### src/rtl/sisc_ctrl_mc.sv
// Multicycle SISC control unit: sequences each instruction through its states and drives the datapath strobes.
// Outputs decode combinationally from state; MEM waits on mem_ack; HALT persists until reset.
module sisc_ctrl_mc #(
    parameter int OP_W     = 4,
    parameter int MM_W     = 4,
    parameter int STAT_W   = 4,
    parameter int IMM_MODE = 8,
    parameter int CNT_W    = 16
) (
    input  logic              clk,
    input  logic              rst_f,
    input  logic [OP_W-1:0]   opcode,
    input  logic [MM_W-1:0]   mm,
    input  logic [STAT_W-1:0] stat,
    input  logic              mem_ack,
    output logic              rf_we,
    output logic [1:0]        alu_op,
    output logic              wb_sel,
    output logic              rb_sel,
    output logic              pc_sel,
    output logic              br_sel,
    output logic              pc_write,
    output logic              pc_rst,
    output logic              ir_load,
    output logic              mem_req,
    output logic              dm_we,
    output logic              halted,
    output logic [CNT_W-1:0]  instr_cnt
);

    localparam logic [2:0] S_START0    = 3'd0;
    localparam logic [2:0] S_START1    = 3'd1;
    localparam logic [2:0] S_FETCH     = 3'd2;
    localparam logic [2:0] S_DECODE    = 3'd3;
    localparam logic [2:0] S_EXECUTE   = 3'd4;
    localparam logic [2:0] S_MEM       = 3'd5;
    localparam logic [2:0] S_WRITEBACK = 3'd6;
    localparam logic [2:0] S_HALT      = 3'd7;

    localparam logic [OP_W-1:0] OP_LOD = OP_W'(1);
    localparam logic [OP_W-1:0] OP_STR = OP_W'(2);
    localparam logic [OP_W-1:0] OP_SWP = OP_W'(3);
    localparam logic [OP_W-1:0] OP_BRA = OP_W'(4);
    localparam logic [OP_W-1:0] OP_BRR = OP_W'(5);
    localparam logic [OP_W-1:0] OP_BNE = OP_W'(6);
    localparam logic [OP_W-1:0] OP_BNR = OP_W'(7);
    localparam logic [OP_W-1:0] OP_ALU = OP_W'(8);
    localparam logic [OP_W-1:0] OP_HLT = OP_W'(15);

    logic [2:0] state;
    logic [2:0] state_nxt;
    logic       is_lod, is_str, is_swp, is_alu, is_hlt;
    logic       is_br, is_br_pos, is_br_neg, is_rel;
    logic       cond_hit, taken, imm_sel, retire;

    always_comb begin
        is_lod    = (opcode == OP_LOD);
        is_str    = (opcode == OP_STR);
        is_swp    = (opcode == OP_SWP);
        is_alu    = (opcode == OP_ALU);
        is_hlt    = (opcode == OP_HLT);
        is_br_pos = (opcode == OP_BRA) || (opcode == OP_BRR);
        is_br_neg = (opcode == OP_BNE) || (opcode == OP_BNR);
        is_br     = is_br_pos || is_br_neg;
        is_rel    = (opcode == OP_BRR) || (opcode == OP_BNR);
        cond_hit  = |(stat & mm);
        taken     = (is_br_pos && cond_hit) || (is_br_neg && !cond_hit);
        imm_sel   = (mm == MM_W'(IMM_MODE));
    end

    // Unrecognised opcodes fall into the NOOP short path out of DECODE.
    always_comb begin
        state_nxt = state;
        case (state)
            S_START0:  state_nxt = S_START1;
            S_START1:  state_nxt = S_FETCH;
            S_FETCH:   state_nxt = S_DECODE;
            S_DECODE: begin
                if (is_hlt)
                    state_nxt = S_HALT;
                else if (is_lod || is_str || is_swp || is_alu)
                    state_nxt = S_EXECUTE;
                else
                    state_nxt = S_START1;
            end
            S_EXECUTE: state_nxt = (is_lod || is_str) ? S_MEM : S_WRITEBACK;
            S_MEM: begin
                if (mem_ack)
                    state_nxt = is_lod ? S_WRITEBACK : S_START1;
            end
            S_WRITEBACK: state_nxt = S_START1;
            S_HALT:      state_nxt = S_HALT;
            default:     state_nxt = S_START0;
        endcase
    end

    always_comb begin
        rf_we    = 1'b0;
        alu_op   = 2'b00;
        wb_sel   = 1'b0;
        rb_sel   = 1'b0;
        pc_sel   = 1'b0;
        br_sel   = 1'b0;
        pc_write = 1'b0;
        pc_rst   = 1'b0;
        ir_load  = 1'b0;
        mem_req  = 1'b0;
        dm_we    = 1'b0;
        halted   = 1'b0;
        case (state)
            S_START0: pc_rst = 1'b1;
            S_FETCH: begin
                ir_load  = 1'b1;
                pc_write = 1'b1;
            end
            S_DECODE: begin
                if (is_br && taken) begin
                    pc_write = 1'b1;
                    pc_sel   = 1'b1;
                    br_sel   = is_rel;
                end
            end
            S_EXECUTE, S_MEM, S_WRITEBACK: begin
                // ALU selection stays stable across MEM and WRITEBACK.
                rb_sel = imm_sel;
                alu_op = {!is_alu, imm_sel};
                if (state == S_MEM) begin
                    mem_req = 1'b1;
                    dm_we   = is_str;
                end
                if (state == S_WRITEBACK) begin
                    rf_we  = 1'b1;
                    wb_sel = is_lod;
                end
            end
            S_HALT:  halted = 1'b1;
            default: ;
        endcase
    end

    // An instruction retires when it returns to START1 or enters HALT.
    assign retire = ((state_nxt == S_START1) &&
                     ((state == S_DECODE) || (state == S_MEM) || (state == S_WRITEBACK))) ||
                    ((state_nxt == S_HALT) && (state != S_HALT));

    always_ff @(posedge clk or negedge rst_f) begin
        if (!rst_f) begin
            state     <= S_START0;
            instr_cnt <= '0;
        end else begin
            state <= state_nxt;
            if (retire)
                instr_cnt <= instr_cnt + CNT_W'(1);
        end
    end

endmodule

### config.mk
export PLATFORM = sky130hd
export DESIGN_NAME = sisc_ctrl_mc
export DESIGN_NICKNAME = d
export VERILOG_FILES = /design/src/rtl/sisc_ctrl_mc.sv
export SDC_FILE = /design/constraint.sdc
export NUM_CORES = 1
export LEC_CHECK = 0
export CAP_MARGIN = 20
export CORE_MARGIN = 5
export CORE_UTILIZATION = 30
export CTS_CLUSTER_DIAMETER = 150
export DETAILED_ROUTE_END_ITERATION = 10
export GPL_TIMING_DRIVEN = 0
export PLACE_DENSITY = 0.57
export SYNTH_ARGS = -nofsm -noshare
export SYNTH_HDL_FRONTEND = slang
export SYNTH_SLANG_ARGS = --single-unit
### constraint.sdc
create_clock -name clk -period 2.7 [get_ports clk]
set_input_delay 0.675 -clock clk [delete_from_list [all_inputs] [get_ports clk]]
set_output_delay 0.675 -clock clk [all_outputs]
set_load 0.02 [all_outputs]
# == Word level (Yosys, flattened, before mapping) ==
# Cells that the tools add are included.
# word_totals
regBits,19
out_inout_bits,29
elab_cells,70
in_bits,15
# classes
addsub,1
n_bitwise,1
muxes,24
reduce_logical,22
eq_ne,20
# op_table
cell,count
$pmux W3 S7,1
$add A16 B1 Y16 const B,1
$eq A4 B3 Y1 const B,4
$mux W1,16
$eq A3 B3 Y1 const B,5
$eq A4 B4 Y1 const B,3
$mux W3,4
$logic_or A1 B1 Y1,11
$eq A4 B2 Y1 const B,2
$eq A3 B1 Y1 const B,2
$eq A3 B2 Y1 const B,2
$logic_and A1 B1 Y1,5
$and A4 B4 Y4,1
$eq A4 B1 Y1 const B,1
$mux W2,2
$reduce_or A4 Y1,1
$logic_not A3 Y1,1
$ne A3 B3 Y1 const B,1
$reduce_or A3 Y1,1
$logic_not A1 Y1,2
$pmux W1 S2,1
$reduce_or A2 Y1,1

# == Longest topological paths before layout ==
# Gate-level depths: netlist of the first run.
# logic_depth
ltp_word,10
mapped_depth,8
ltp_nobuf,6

# == Worst setup path before layout of the first run ==
# OpenSTA, ideal clock, no wires.
# synth_timing
path_kind,input to register
start,in opcode[2]
end,reg instr_cnt[1]
n_path_buf,2
arrival_time_ns,2.374
t_required_ns,2.575
path_stages,7
slack_ns,0.201
setup_ns,0.125
path_cell_list,buf_2 -> or4b_4 -> o32ai_4 -> o21ai_2 -> buf_6 -> a21oi_2 -> mux2_2
# synth_between
elab_chain_len,10
word_cells_on_any_way,19
cone_classes,eq/ne (7); mux (6); reduce/logical (6)
# synth_rtl
element,line_no,source
"start, declared",12,"input logic [OP_W-1:0] opcode,"
$eq A4 B1 Y1 / $eq A4 B2 Y1 (equally long branches),"57, 58",
$logic_or A1 B1 Y1,"81, 86",
$logic_or A1 B1 Y1 (2 in a row),81,else if (is_lod || is_str || is_swp || is_alu)
$mux W3,81,
$mux W3,79,if (is_hlt)
$pmux W3 S7 *,74,case (state)
$eq A3 B1 Y1 / $eq A3 B3 Y1 (equally long branches),"142, 144",
"$logic_and A1 B1 Y1, on equally long branches","142, 144",
$logic_or A1 B1 Y1 *,143,((state == S_DECODE) || (state == S_MEM) || (state == S_WRITEBACK))) ||
"end signal, assigned",153,instr_cnt <= instr_cnt + CNT_W'(1);
"end, declared",28,output logic [CNT_W-1:0] instr_cnt
# Every way passes the cells marked *; elsewhere a longest branch is shown, timed or not.
# A chain may end at the register's enable or synchronous reset.

# == Worst setup path after layout of the first run ==
# layout_timing
start,in opcode[3]
end,out wb_sel
# layout_between
elab_chain_len,3
# layout_rtl
element,line_no,source
$eq A4 B1 Y1,57,is_lod = (opcode == OP_LOD);
$mux W1,131,if (state == S_WRITEBACK) begin
$mux W1,110,case (state)
"end, declared",18,"output logic wb_sel,"
# No other way between the ends.

==> results of run 1 <==
-- power by group through the flow --
| stage | Sequential (mW) | Clock, mW | Combinational, mW |
|---|---|---|---|
| floorplan | 0.660 | 0 | 0.652 |
| global placement | 0.544 | 0 | 1.21 |
| detailed placement | 0.553 | 0 | 1.23 |
| CTS | 0.549 | 0.203 | 1.39 |
| global route | 0.571 | 0.219 | 1.51 |
| finish | 0.548 | 0.195 | 1.40 |
-- layout by cell type (no fill, tap or decap), types with 2 or more instances in the layout --
cell type / netlist / routed
clkdlybuf4s50_1: 0 / 22
dfrtp_1: 19 / 19
xor2_1: 15 / 15
nand2_1: 9 / 9
dlygate4sd2_1: 0 / 9
and3_1: 7 / 7
buf_4: 3 / 7
nor2_1: 6 / 6
inv_1: 6 / 6
nand3_1: 7 / 6
a211oi_1: 6 / 5
clkbuf_1: 4 / 4
buf_6: 2 / 4
clkbuf_8: 0 / 4
buf_2: 3 / 3
nand4_1: 3 / 3
a2111oi_2: 1 / 3
clkdlybuf4s15_1: 0 / 3
nand2b_1: 2 / 2
nor2b_2: 0 / 2
nor3_1: 2 / 2
and2_1: 2 / 2
or3b_2: 2 / 2
a22o_1: 2 / 2
xnor2_1: 2 / 2
nand4b_1: 2 / 2
o21ai_2: 2 / 2
or2_2: 2 / 2
o21ai_0: 3 / 2
or3_1: 2 / 2
a2111oi_4: 2 / 2
a2111oi_1: 4 / 2
clkdlybuf4s15_2: 0 / 2
-- how the worst min path moves through the flow --
stage                          to  depth (start not counted)  slack [ns]           from
floorplan            instr_cnt[0]                          0        0.38          rst_f
global placement    instr_cnt[15]                          1        0.46  instr_cnt[15]
detailed placement  instr_cnt[15]                          1        0.46  instr_cnt[15]
CTS                 instr_cnt[15]                          1        0.47  instr_cnt[15]
global route        instr_cnt[15]                          1        0.51  instr_cnt[15]
finish              instr_cnt[15]                          1        0.47  instr_cnt[15]
-- cell families after synthesis --
family | Yosys count | share of synthesized area [%]
flops | 19 | 34.45
xor+xnor | 17 | 10.79
mux | 1 | 0.8159
fa+ha+maj | 1 | 0.9065
compound gates | 29 | 21.31
simple gates | 56 | 24.66
buf+inv | 18 | 7.071
-- synth_stat cells (2+ instances only) --
master | number | area (um2)
and2_1 | 2 | 12.51
nor2b_1 | 3 | 18.77
buf_6 | 2 | 22.52
a2111oi_1 | 4 | 40.04
nor2_1 | 6 | 22.52
nand2_1 | 9 | 33.78
xor2_1 | 15 | 131.4
clkbuf_1 | 4 | 15.01
a2111oi_4 | 2 | 55.05
buf_4 | 3 | 22.52
dfrtp_1 | 19 | 475.5
and3_1 | 7 | 43.79
o21ai_0 | 3 | 15.01
or2_2 | 2 | 12.51
a22o_1 | 2 | 17.52
nand4b_1 | 2 | 17.52
nand3_1 | 7 | 35.03
a211oi_1 | 6 | 45.04
or3_1 | 2 | 12.51
or3b_2 | 2 | 17.52
nor3_1 | 2 | 10.01
nand2b_1 | 2 | 12.51
xnor2_1 | 2 | 17.52
o21ai_2 | 2 | 17.52
nand4_1 | 3 | 18.77
nor4b_1 | 2 | 17.52
inv_1 | 6 | 22.52
buf_2 | 3 | 15.01
-- routing by layer --
layer  global-route usage (%)  wire length (um)  share of wire [%]  vias to the layer above
li1                         -                 -                  -                      616
met1                    15.07              1575                 45                      611
met2                    19.62              1819                 51                       16
met3                    3.356               124                3.5                        4
met4                    2.062                17               0.48                        0
met5                        0                 0                  0                        -
-- critical path, stage by stage --
cell and delay (ns):
dlygate4sd2_1 0.25, clkbuf_8 0.15, buf_4 0.14, nor4b_2 0.26, and3_1 0.21, clkdlybuf4s15_2 0.26
-- area by class of cell --
type / instances / area, um2
buffer: 12 / 96.34
clock buffer: 4 / 45.04
fill: 415 / 2385
inverter: 6 / 22.52
multi-input combinational: 104 / 867.1
sequential: 19 / 475.5
tap: 52 / 65.06
timing repair buffer: 46 / 457.9
-- state kept, by name, summed over array words and instances, names as in the netlist --
register and cells:
state 3, instr_cnt 16
-- timing repair --
item | 4_1_cts | 5_1_grt
gates resized for setup | 45 | 12
setup buffers | 5 | 0
endpoints found under the setup margin | 21 | 9
pin swaps | 9 | 3
cloned | 1 | 0
==> results.md, run 1 <==
- Synth-to-Final Area Change: 47.05%
- Unrepaired setup endpoints after global routing: false
- Seq/Total Area, Yosys: 34.45%
- TritonCTS clock tree: yes
- # diodes: 0
- Top Ports: 44
- Wirelength, routed: between 3 and 4 mm
- Die height: roughly 78 um
- Final nets: between 200 and 250
- Final setup viols: 0
- Cts bufs inserted: 3
- CP Data Required Time: slightly above 2 ns
- Die Span X: between 70 and 80 um
- Syn Inst Count: between 100 and 150
- CP endpoint kind: output port
- Power Density: 1056 mW/mm2
- DP Worst Slack: -0.7257 ns
- Total power: 2.143 mW
- Sink Count: 19
- Flop pwr share: 25.6%
- First DRT Iteration DRCs: 86
- Remaining DRCs: 0
- Fin crit share: between 90 and 100%
- Crit start category: primary input
- P_int: 1.160 mW
- Fmax achieved: about 0.38 GHz
- Placed cell count: between 200 and 250
- Crit path kind: primary input to output port
- DIE AREA: approximately 0.006 mm2
- Netlist cell types: 45
- Antenna violations before repair: 0
- Vias in the first global route: between 1,000 and 1,500
- Core Util, Final: a little under half
- Clock transition at path regs: about 0.07 ns
- Final worst setup slack: 0.08117 ns
- Core region area: ~0.0044 mm2
- Dpl hpwl: 2.685 mm
- Fin crit period: roughly 2.6 ns
- Reg2reg end: instr_cnt[5]
- Syn Area/Cell: ~9.8 um2
- Gate power share: 65.3%
- First-pass GRT wire length: 5.934 mm
- Initial Utilization: approximately 31%
- CP startpoint: opcode[3]
- Layout cell share with drive strength beyond 1: roughly a quarter
- Slew HR: roughly 44%
- Cell area after layout: around 0.002 mm2
- Global Route Usage Sum: between 10% and 20%
- Post-DR vias/cell: between 5 and 6
- Root Buffer: clkbuf_8
- Number of synthesized register bits: 19
- Reg2reg start: state[0]
- Worst Reg-to-Reg Cells: 8
- FP Rows: 24
- Post-route ant nets: 0
- CP max FO: 7
- DP Area: approximately 0.0018 mm2
- YS warnings: 0
- P_leak: 0.8242 nW
- Final Skew: roughly 0.0022 ns
- Max-cap violations: 0
- Clock power share: a little under a tenth
- Predominant post-synthesis flop cell: dfrtp_1
- GPL Wtd Cong: between 0.7 and 0.8
- Sw frac: between 40% and 50%
- Pre-Repair DR Iteration Count: 4
- Slew Limit Fails: 0
- Status: completed
- R2R Setup Slk: 0.42 ns
- H-tree depth: 1
- Non-filler cells, final: about 240
- Max clock buf depth: 2
- Crit path capture: wb_sel
- Via count: 1,247
- CP arrival: approximately 1.9 ns
- Clock Latency Late Sink: between 0.2 and 0.3 ns
- Hold WS: 0.4699 ns
- Slew @ Worst Pin: roughly 0.84 ns
- Post-synth EDFFs: 0
- Port Buf Inserts: 40
- Async set or reset register ratio after synthesis: between 90% and 100%
- Routed len/inst: 14.56 um
- Final Hold Vio Count: 0
- Pin count of the biggest net entering global routing: 20
- Hold Buf Count CTS: 0
- HP Class: register to register
- Worst vdd ir: between 0.5 and 0.6 mV
- Synthesized area: between 0.001 and 0.0015 mm2
- Switching power: 0.9831 mW
- Final TNS setup: 0 ns
- Syn nets: 157
- GR Overflow Total: 0
Power figures use the tool's default switching activity.
==> inputs of run 2 (changes only) <==
- GPL_TIMING_DRIVEN: 0 -> not set
==> run 2 against run 1 <==
Compared with the run above: worst hold slack improved by 0.023 ns; fmax fell by 2.6%; combinational power barely moved; total power rose by 0.33%; largest power group unchanged; highest routed layer unchanged.
==> results.md, run 2 (synthesis gave the netlist of run 1 again) <==
- Max-cap violations: 0 (unchanged)
- Crit path kind: primary input to output port (unchanged)
- Max clock buf depth: 2 (unchanged)
- Via count: 1,277 (was 1,247)
- Pre-Repair DR Iteration Count: 3 (was 4)
- Unrepaired setup endpoints after global routing: true (was false)
- Max FFs per register: 16 (unchanged)
- Core region area: 0.004414 mm2 (unchanged)
- Global Route Usage Sum: 13.15% (was 11.70%)
- CP endpoint kind: output port (unchanged)
- Vias in the first global route: 1,390 (was 1,232)
- Clock transition at path regs: 0.07 ns (about the same)
- FP Rows: 24 (unchanged)
- Area of the multi-input gates: 828.3 um2 (was 867.1 um2)
- Cell area after layout: 0.002107 mm2 (was 0.002029 mm2)
- Crit start category: primary input (unchanged)
- GPL Wtd Cong: 0.8082 (was 0.7742)
- Pin count of the biggest net entering global routing: 20 (unchanged)
- Post-DR vias/cell: 4.912 (was 5.132)
- Slew HR: 69.26% (was 44.04%)
- Die height: 77.83 um (unchanged)
- Post-route ant nets: 0 (unchanged)
- CP arrival: 2.01 ns (was 1.94 ns)
- First-pass GRT wire length: 6.568 mm (was 5.934 mm)
- H-tree depth: 1 (unchanged)
- Routed len/inst: 14.50 um (was 14.56 um)
- Final Skew: 0.001882 ns (was 0.002208 ns)
- Final Hold Vio Count: 0 (unchanged)
- Final setup viols: 0 (unchanged)
- CP Data Required Time: 2.03 ns (about the same)
- Hold WS: 0.4931 ns (was 0.4699 ns)
- Commonest non-fill, non-tap cell in the layout: buf_4 (was clkdlybuf4s50_1)
- Top Ports: 44 (unchanged)
- Synth-to-Final Area Change: 52.67% (was 47.05%)
- Most flop-heavy register: instr_cnt (unchanged)
- DP Area: 0.002051 mm2 (was 0.001846 mm2)
- Root Buffer: clkbuf_8 (unchanged)
- Commonest non-fill, non-tap cells in the layout: buf_4, clkdlybuf4s50_1, dfrtp_1, xor2_1, dlygate4sd2_1 (was clkdlybuf4s50_1, dfrtp_1, xor2_1, nand2_1, dlygate4sd2_1)
- First DRT Iteration DRCs: 71 (was 86)
- P_leak: 0.9046 nW (was 0.8242 nW)
- Fin crit share: 99.62% (was 96.99%)
- Hold Buf Count CTS: 0 (unchanged)
- Layout cell share with drive strength beyond 1: 27.88% (was 24.08%)
- Status: completed (unchanged)
- Wirelength, routed: 3.769 mm (was 3.537 mm)
- Port Buf Inserts: 43 (was 40)
- Register area: 475.5 um2 (unchanged)
- Final TNS setup: 0 ns (unchanged)
- Fin crit period: 2.690 ns (was 2.619 ns)
- Placed cell count: 254 (was 233)
- Core Util, Final: 47.73% (was 45.98%)
- Power Density: 1020 mW/mm2 (was 1056 mW/mm2)
- DIE AREA: 0.006057 mm2 (unchanged)
- Dpl hpwl: 3.006 mm (was 2.685 mm)
- Clock Latency Late Sink: 0.26 ns (was 0.25 ns)
- Die Span X: 77.83 um (unchanged)
- Filler cells: 412 (was 415)
- TritonCTS clock tree: yes (unchanged)
- GR Overflow Total: 0 (unchanged)
- Final nets: 225 (was 208)
- # diodes: 0 (unchanged)
- Regs by FF count: instr_cnt x16, state x3 (unchanged)
- Slew @ Worst Pin: 0.4599 ns (was 0.8367 ns)
- Cts bufs inserted: 3 (unchanged)
- Remaining DRCs: 0 (unchanged)
- Non-filler cells, final: 260 (was 243)
- Initial Utilization: 31.26% (unchanged)
- Worst vdd ir: 0.6007 mV (was 0.5492 mV)
- Antenna violations before repair: 0 (unchanged)
- Slew Limit Fails: 0 (unchanged)
- Fmax achieved: 0.3718 GHz (was 0.3818 GHz)
- CP max FO: 5 (was 7)
- HP Class: register to register (unchanged)
- Sink Count: 19 (unchanged)
[run 2: changes by cell type in the layout (fill, tap and decap cells not counted), moves of 3 or more]
cell           delta
dlygate4sd2_1     +3
clkbuf_1          -4
buf_6             -3
buf_4            +24
[run 2: worst max-delay path, stage by stage]
cell           delay [ns]
dlygate4sd2_1        0.28
buf_4                0.15
nor4b_1              0.37
and3_1               0.20
dlygate4sd2_1        0.34
[run 2: stage by stage]
step | setup WS, ns | power [mW]
floorplan | 0.2012 | 1.311
global placement | -0.6111 | 1.907
detailed placement | -0.7080 | 1.943
CTS | 0.006182 | 2.145
global route | -0.03317 | 2.308
finish | 0.01036 | 2.150
[run 2: area by class of cell]
type,instances,share of cell area (%)
flip-flops and latches,19,22.57
clock inverters,1,0.2375
clock buffers,3,1.960
multi-input cells,104,39.31
inverters,6,1.069
well taps,52,3.088
repair buffers,75,31.77
[run 2: report_power, final]
group,switching [mW],internal (mW),total (mW)
logic,0.717,0.656,1.37
clock network,0.0982,0.103,0.201
registers,0.161,0.415,0.575
[run 2: path summary, 6_finish.rpt]
| check | cells after the start | to | start | slack (ns) |
|---|---|---|---|---|
| worst max-delay path | 5 | wb_sel | opcode[1] | 0.01 |
| min in group asynchronous | 2 | instr_cnt[4] | rst_f | 0.75 |
| worst max register to register | 8 | instr_cnt[12] | state[2] | 0.41 |
| max in group asynchronous | 2 | instr_cnt[12] | rst_f | 1.75 |
| worst min-delay path | 1 | instr_cnt[10] | instr_cnt[10] | 0.49 |
| worst min register to register | 1 | instr_cnt[10] | instr_cnt[10] | 0.49 |
[run 2: what timing repair did]
item	in CTS	in global routing
resized for setup	36	10
endpoints found under the setup margin	24	16
pin swaps	4	5
setup buffers	0	2
[run 2: per-layer routing]
metal | global-route usage (%) | up-vias | wire length (um)
li1 | - | 649 | -
met1 | 16.23 | 608 | 1628
met2 | 23.12 | 16 | 1987
met3 | 3.125 | 4 | 109
met4 | 2.749 | 0 | 44
met5 | 0 | - | 0
==> patch 1: new RTL, settings of run 1 <==
Make the reset (`rst_f`) synchronous in one clocked block.
--- a/src/rtl/sisc_ctrl_mc.sv
+++ b/src/rtl/sisc_ctrl_mc.sv
@@ -144,5 +144,5 @@
                     ((state_nxt == S_HALT) && (state != S_HALT));
 
-    always_ff @(posedge clk or negedge rst_f) begin
+    always_ff @(posedge clk) begin
         if (!rst_f) begin
             state     <= S_START0;
Function: differs if rst_f is asserted again (counterexample within 4 cycles, from zero or initial values and one cycle with rst_f low); with rst_f held inactive, the same outputs for 10 cycles.
==> patch 1 against run 1 <==
  * Worst setup slack worse by 0.012 ns
  * Critical path depth shrank 2
  * Critical endpoint is now dm_we
  * Cell area decreased by 6.4%
  * Synthesized area rose by 1.1%
  * Register-to-register slack gained 0.43 ns
  * Sequential cell count did not move
  * Routed wire length is 7.6% higher
  * Non-clock buffer count decreased by 6
Power is left out: it rests on default switching activity, and per cell area and clock period it moved more than threefold.
==> patch 1: results (changes against run 1) <==
- Yosys warnings: 0 (unchanged)
- Clock slew at reported path FFs: 0.07 ns (about the same)
- Routing usage on met1: 0.165 (+0.0147)
- # fillers: 451 (+8.7%)
- Layout cells sized above 1: 0.236 (-0.00526)
- Commonest cells post-synth: 22 x nand2_1, 19 x dfxtp_1, 14 x mux2i_1
- Post-CTS Setup Bufs: 0 (-5)
- Outcome: completed
- M1 WL: 1.76 mm (+12%)
- Initial antenna violation count: 0 (unchanged)
- M3 GR Usage: 0.0275 (-0.00610)
- Total GRT Usage: 0.128 (+0.0105)
- Number of nets in the layout: 225 (+8.2%)
- Yosys cell types: 50 (+11%)
- First DRT Iteration DRCs: 77 (-10%)
- Routed WL per cell: 14.6 µm (+0.57%)
- DP Cell Count: 256 (+9.9%)
- Max FO, Critical Path: 6 (-1)
- Synthesized Nets: 178 (+13%)
- Largest net degree at the start of global routing: 12 (-40%)
- Detail Placement HPWL: 2.94 mm (+9.6%)
- Cells after Synth: 162 (+15%)
- FF-to-FF End: instr_cnt[12]
- Routed length on met2: 1.89 mm (+3.8%)
- Slowest CP cell: dlygate4sd2_1
- Clock skew: 0.00911 ns (+0.00690 ns)
- Crit path DAT: 1.96 ns (+0.02 ns)
- RR Startpoint: state[0]
- CP peak stage delay: 0.37 ns (+0.11 ns)
- Compound-cell area share of the yosys netlist: 0.178 (-0.0346)
- Clock Tree Root: clkbuf_8
- Hold-critical path depth: 2 (+1)
- Port buffer count: 42 (+5.0%)
- Largest cells by area after synthesis: dfxtp_1 27%, mux2i_1 10%, nand2_1 5.9%
- Hold_sp: instr_cnt[15]
- Placer Congestion: 0.755 (-2.5%)
- Mux share of post-synthesis cell area: 0.100 (+0.0923)
- Number of global-route vias before repair: 1314 (+6.7%)
- Num CTS Buffers: 3 (unchanged)
- Worst hold endpoint: instr_cnt[15]
- Reg-to-reg setup timing slack: 0.85 ns (+0.43 ns)
- Via density: 5.23 (+1.9%)
- Global-route wire length before repair: 6.42 mm (+8.1%)
- Worst setup path startpoint: opcode[2]
- Sequential area share after synthesis: 0.273 (-0.0719)
- Worst reg-to-reg path cell count: 4 (-4)
- Crit-path leading delay family: buffers and inverters
- Final WL: 3.81 mm (+7.6%)
- Most used DFF post-synth: dfxtp_1
- Routed wire length on met3: 135 µm (+8.9%)
- Post-synthesis xor/xnor area fraction: 0.0188 (-0.0891)
- Adder-Cell Fraction of Synth Area: 0.00897 (-0.0000976)
- Post-synth ARST share: 0 (-1.00)
- Least-Margin Pin Slew: 0.467 ns (-0.370 ns)
- Met2 usage: 0.219 (+0.0230)
patch 1: area by class of cell:
type                       count  area [µm²]  area share
multi-input combinational    128         916       0.482
clock buffer                   3        41.3      0.0217
tap                           52        65.1      0.0342
clock inverter                 1        5.00     0.00263
sequential                    19         380       0.200
timing repair buffer          42         378       0.199
buffer                        10        96.3      0.0507
inverter                       5        18.8     0.00987
patch 1: worst max path at each step:
stage,endpoint,slack (ns),cells past startpoint
after global placement,br_sel,-0.71,7
after global routing,pc_write,0.007,6
after floorplan,br_sel,0.16,5
final,dm_we,0.07,4
after detailed placement,br_sel,-0.78,7
after CTS,alu_op[1],0.001,4
patch 1: per-stage QoR:
step           area (µm²)  hold WS (ns)  setup WS [ns]
4_1_cts              1920         0.485        0.00133
2_1_floorplan        1400         0.542          0.155
3_5_place_dp         1880         0.470         -0.781
3_3_place_gp         1880         0.454         -0.710
5_1_grt              1900         0.534        0.00653
6_report             1900         0.482         0.0688
==> patch 2: new RTL, flow settings as in run 1 <==
Made on the original files. `IMM_MODE`: 8 -> 7.
--- a/src/rtl/sisc_ctrl_mc.sv
+++ b/src/rtl/sisc_ctrl_mc.sv
@@ -5,5 +5,5 @@
     parameter int MM_W     = 4,
     parameter int STAT_W   = 4,
-    parameter int IMM_MODE = 8,
+    parameter int IMM_MODE = 7,
     parameter int CNT_W    = 16
 ) (
Function: changed (Yosys sat finds a counterexample within 10 cycles, from zero or initial values and one cycle with rst_f low).
==> patch 2 against run 1 <==
  * The run now ends with setup timing left
  * Cell area fell by 14%
  * Clock skew rose by 0.0010 ns
  * Total power fell by 32%
  * Global-route usage barely moved
  * Sequential cell count did not move
  * Combinational power fell by 42%
  * Worst setup slack got worse by 0.12 ns
  * Synthesized area fell by 8.7%
  * Synthesized cell count fell by 8.5%
  * Fmax fell by 4.4%
  * Routed wire length fell by 10%
  * Core utilization fell by 2.4 points
  * Count of clock-buffer cells in the layout did not move
  * Highest routed layer unchanged
==> patch 2: results (changes against run 1) <==
- Outcome: complete, but fails checks
- Failing checks: setup timing
- CP peak stage delay: 0.43 ns (+0.17 ns)
- Reg-to-reg setup timing slack: 0.53 ns (+0.11 ns)
- Yosys cell types: 49 (+8.9%)
- Port buffer count: 41 (+2.5%)
- FF-to-FF End: instr_cnt[13]
- Layout cells sized above 1: 0.191 (-0.0501)
- # fillers: 402 (-3.1%)
- DP Area: 0.00174 mm² (-6.0%)
- Commonest cells post-synth: 19 x dfrtp_1, 14 x xnor2_1, 8 x and3_1, 8 x nand2_1
- # setup viols final: 1 (+1)
- Number of global-route vias before repair: 1119 (-9.2%)
- Largest cells by area after synthesis: dfrtp_1 38%, xnor2_1 9.7%, and3_1 4.0%
- Pleak: 0.000791 µW (-4.0%)
- Via density: 5.04 (-1.7%)
- Maximum vdd drop: 0.626 mV (+14%)
- Placer Congestion: 0.867 (+12%)
- Sequential area share after synthesis: 0.377 (+0.0328)
- Fin worst setup slack: -0.0385 ns (-0.120 ns)
- Post-CTS Setup Bufs: 0 (-5)
- Detail Placement HPWL: 2.40 mm (-11%)
- Crit path to: br_sel
- Global-route wire length before repair: 5.17 mm (-13%)
- Synthesized Nets: 145 (-7.6%)
[patch 2: cell types whose count changed in the layout (fill, tap and decap cells not counted), sizes merged, moves of 4 or more]
cell         change
dlygate4sd2      -5
xor2            -11
xnor2           +12
a2111oi          -6
a211oi           -4
nand4            +5
[patch 2: layout make-up]
class	count	share of cell area
Timing Repair Buffer	41	0.215
Buffer	7	0.0314
Tap cell	50	0.0357
Sequential cell	19	0.271
Inverter	5	0.0107
Clock buffer	4	0.0257
Multi-Input combinational cell	97	0.411
[patch 2: metrics by stage]
stage / worst slack, ns / TNS (ns) / cells / power (µW) / hold slack, ns
floorplan: 0.00661 / 0 / 129 / 984 / 0.379
global placement: -0.979 / -9.78 / 220 / 1270 / 0.460
CTS: -0.0416 / -0.0416 / 224 / 1480 / 0.479
finish: -0.0385 / -0.0385 / 223 / 1450 / 0.476
detailed placement: -1.03 / -9.47 / 220 / 1280 / 0.469
global route: -0.106 / -0.147 / 223 / 1560 / 0.525
[patch 2: worst min-delay path by stage]
stage / start / end / slack, ns / cells past startpoint
finish: instr_cnt[15] / instr_cnt[15] / 0.48 / 1
global route: instr_cnt[15] / instr_cnt[15] / 0.52 / 1
CTS: instr_cnt[15] / instr_cnt[15] / 0.48 / 1
detailed placement: instr_cnt[15] / instr_cnt[15] / 0.47 / 1
global placement: instr_cnt[15] / instr_cnt[15] / 0.46 / 1
floorplan: rst_f / instr_cnt[0] / 0.38 / 0
[patch 2: where the power goes]
group	switching (µW)	total [µW]	internal, µW
sequential	89.2	440	351
combinational	454	819	365
clock	90.5	195	105
[patch 2: logic make-up (layout without fill, tap and decap cells)]
| group | Yosys count | count (layout) | synth area share |
|---|---|---|---|
| flops | 19 | 19 | 0.377 |
| compound gates | 16 | 16 | 0.105 |
| buf+inv | 13 | 57 | 0.0606 |
| simple gates | 60 | 60 | 0.305 |
| fa+ha+maj | 1 | 1 | 0.00993 |
| mux | 2 | 2 | 0.0169 |
| xor+xnor | 18 | 18 | 0.125 |
[patch 2: repair_timing]
action,4_1_cts,5_1_grt
gates cloned,0,0
pin swaps,4,0
setup endpoints to repair,22,11
gates resized for setup,48,8
[patch 2: layer usage]
layer	track usage	wire, µm	part of all wire
met4	0.0415	36	0.011
met3	0.0134	246	0.077
met5	0	0	0
met2	0.200	1400	0.44
met1	0.154	1500	0.47
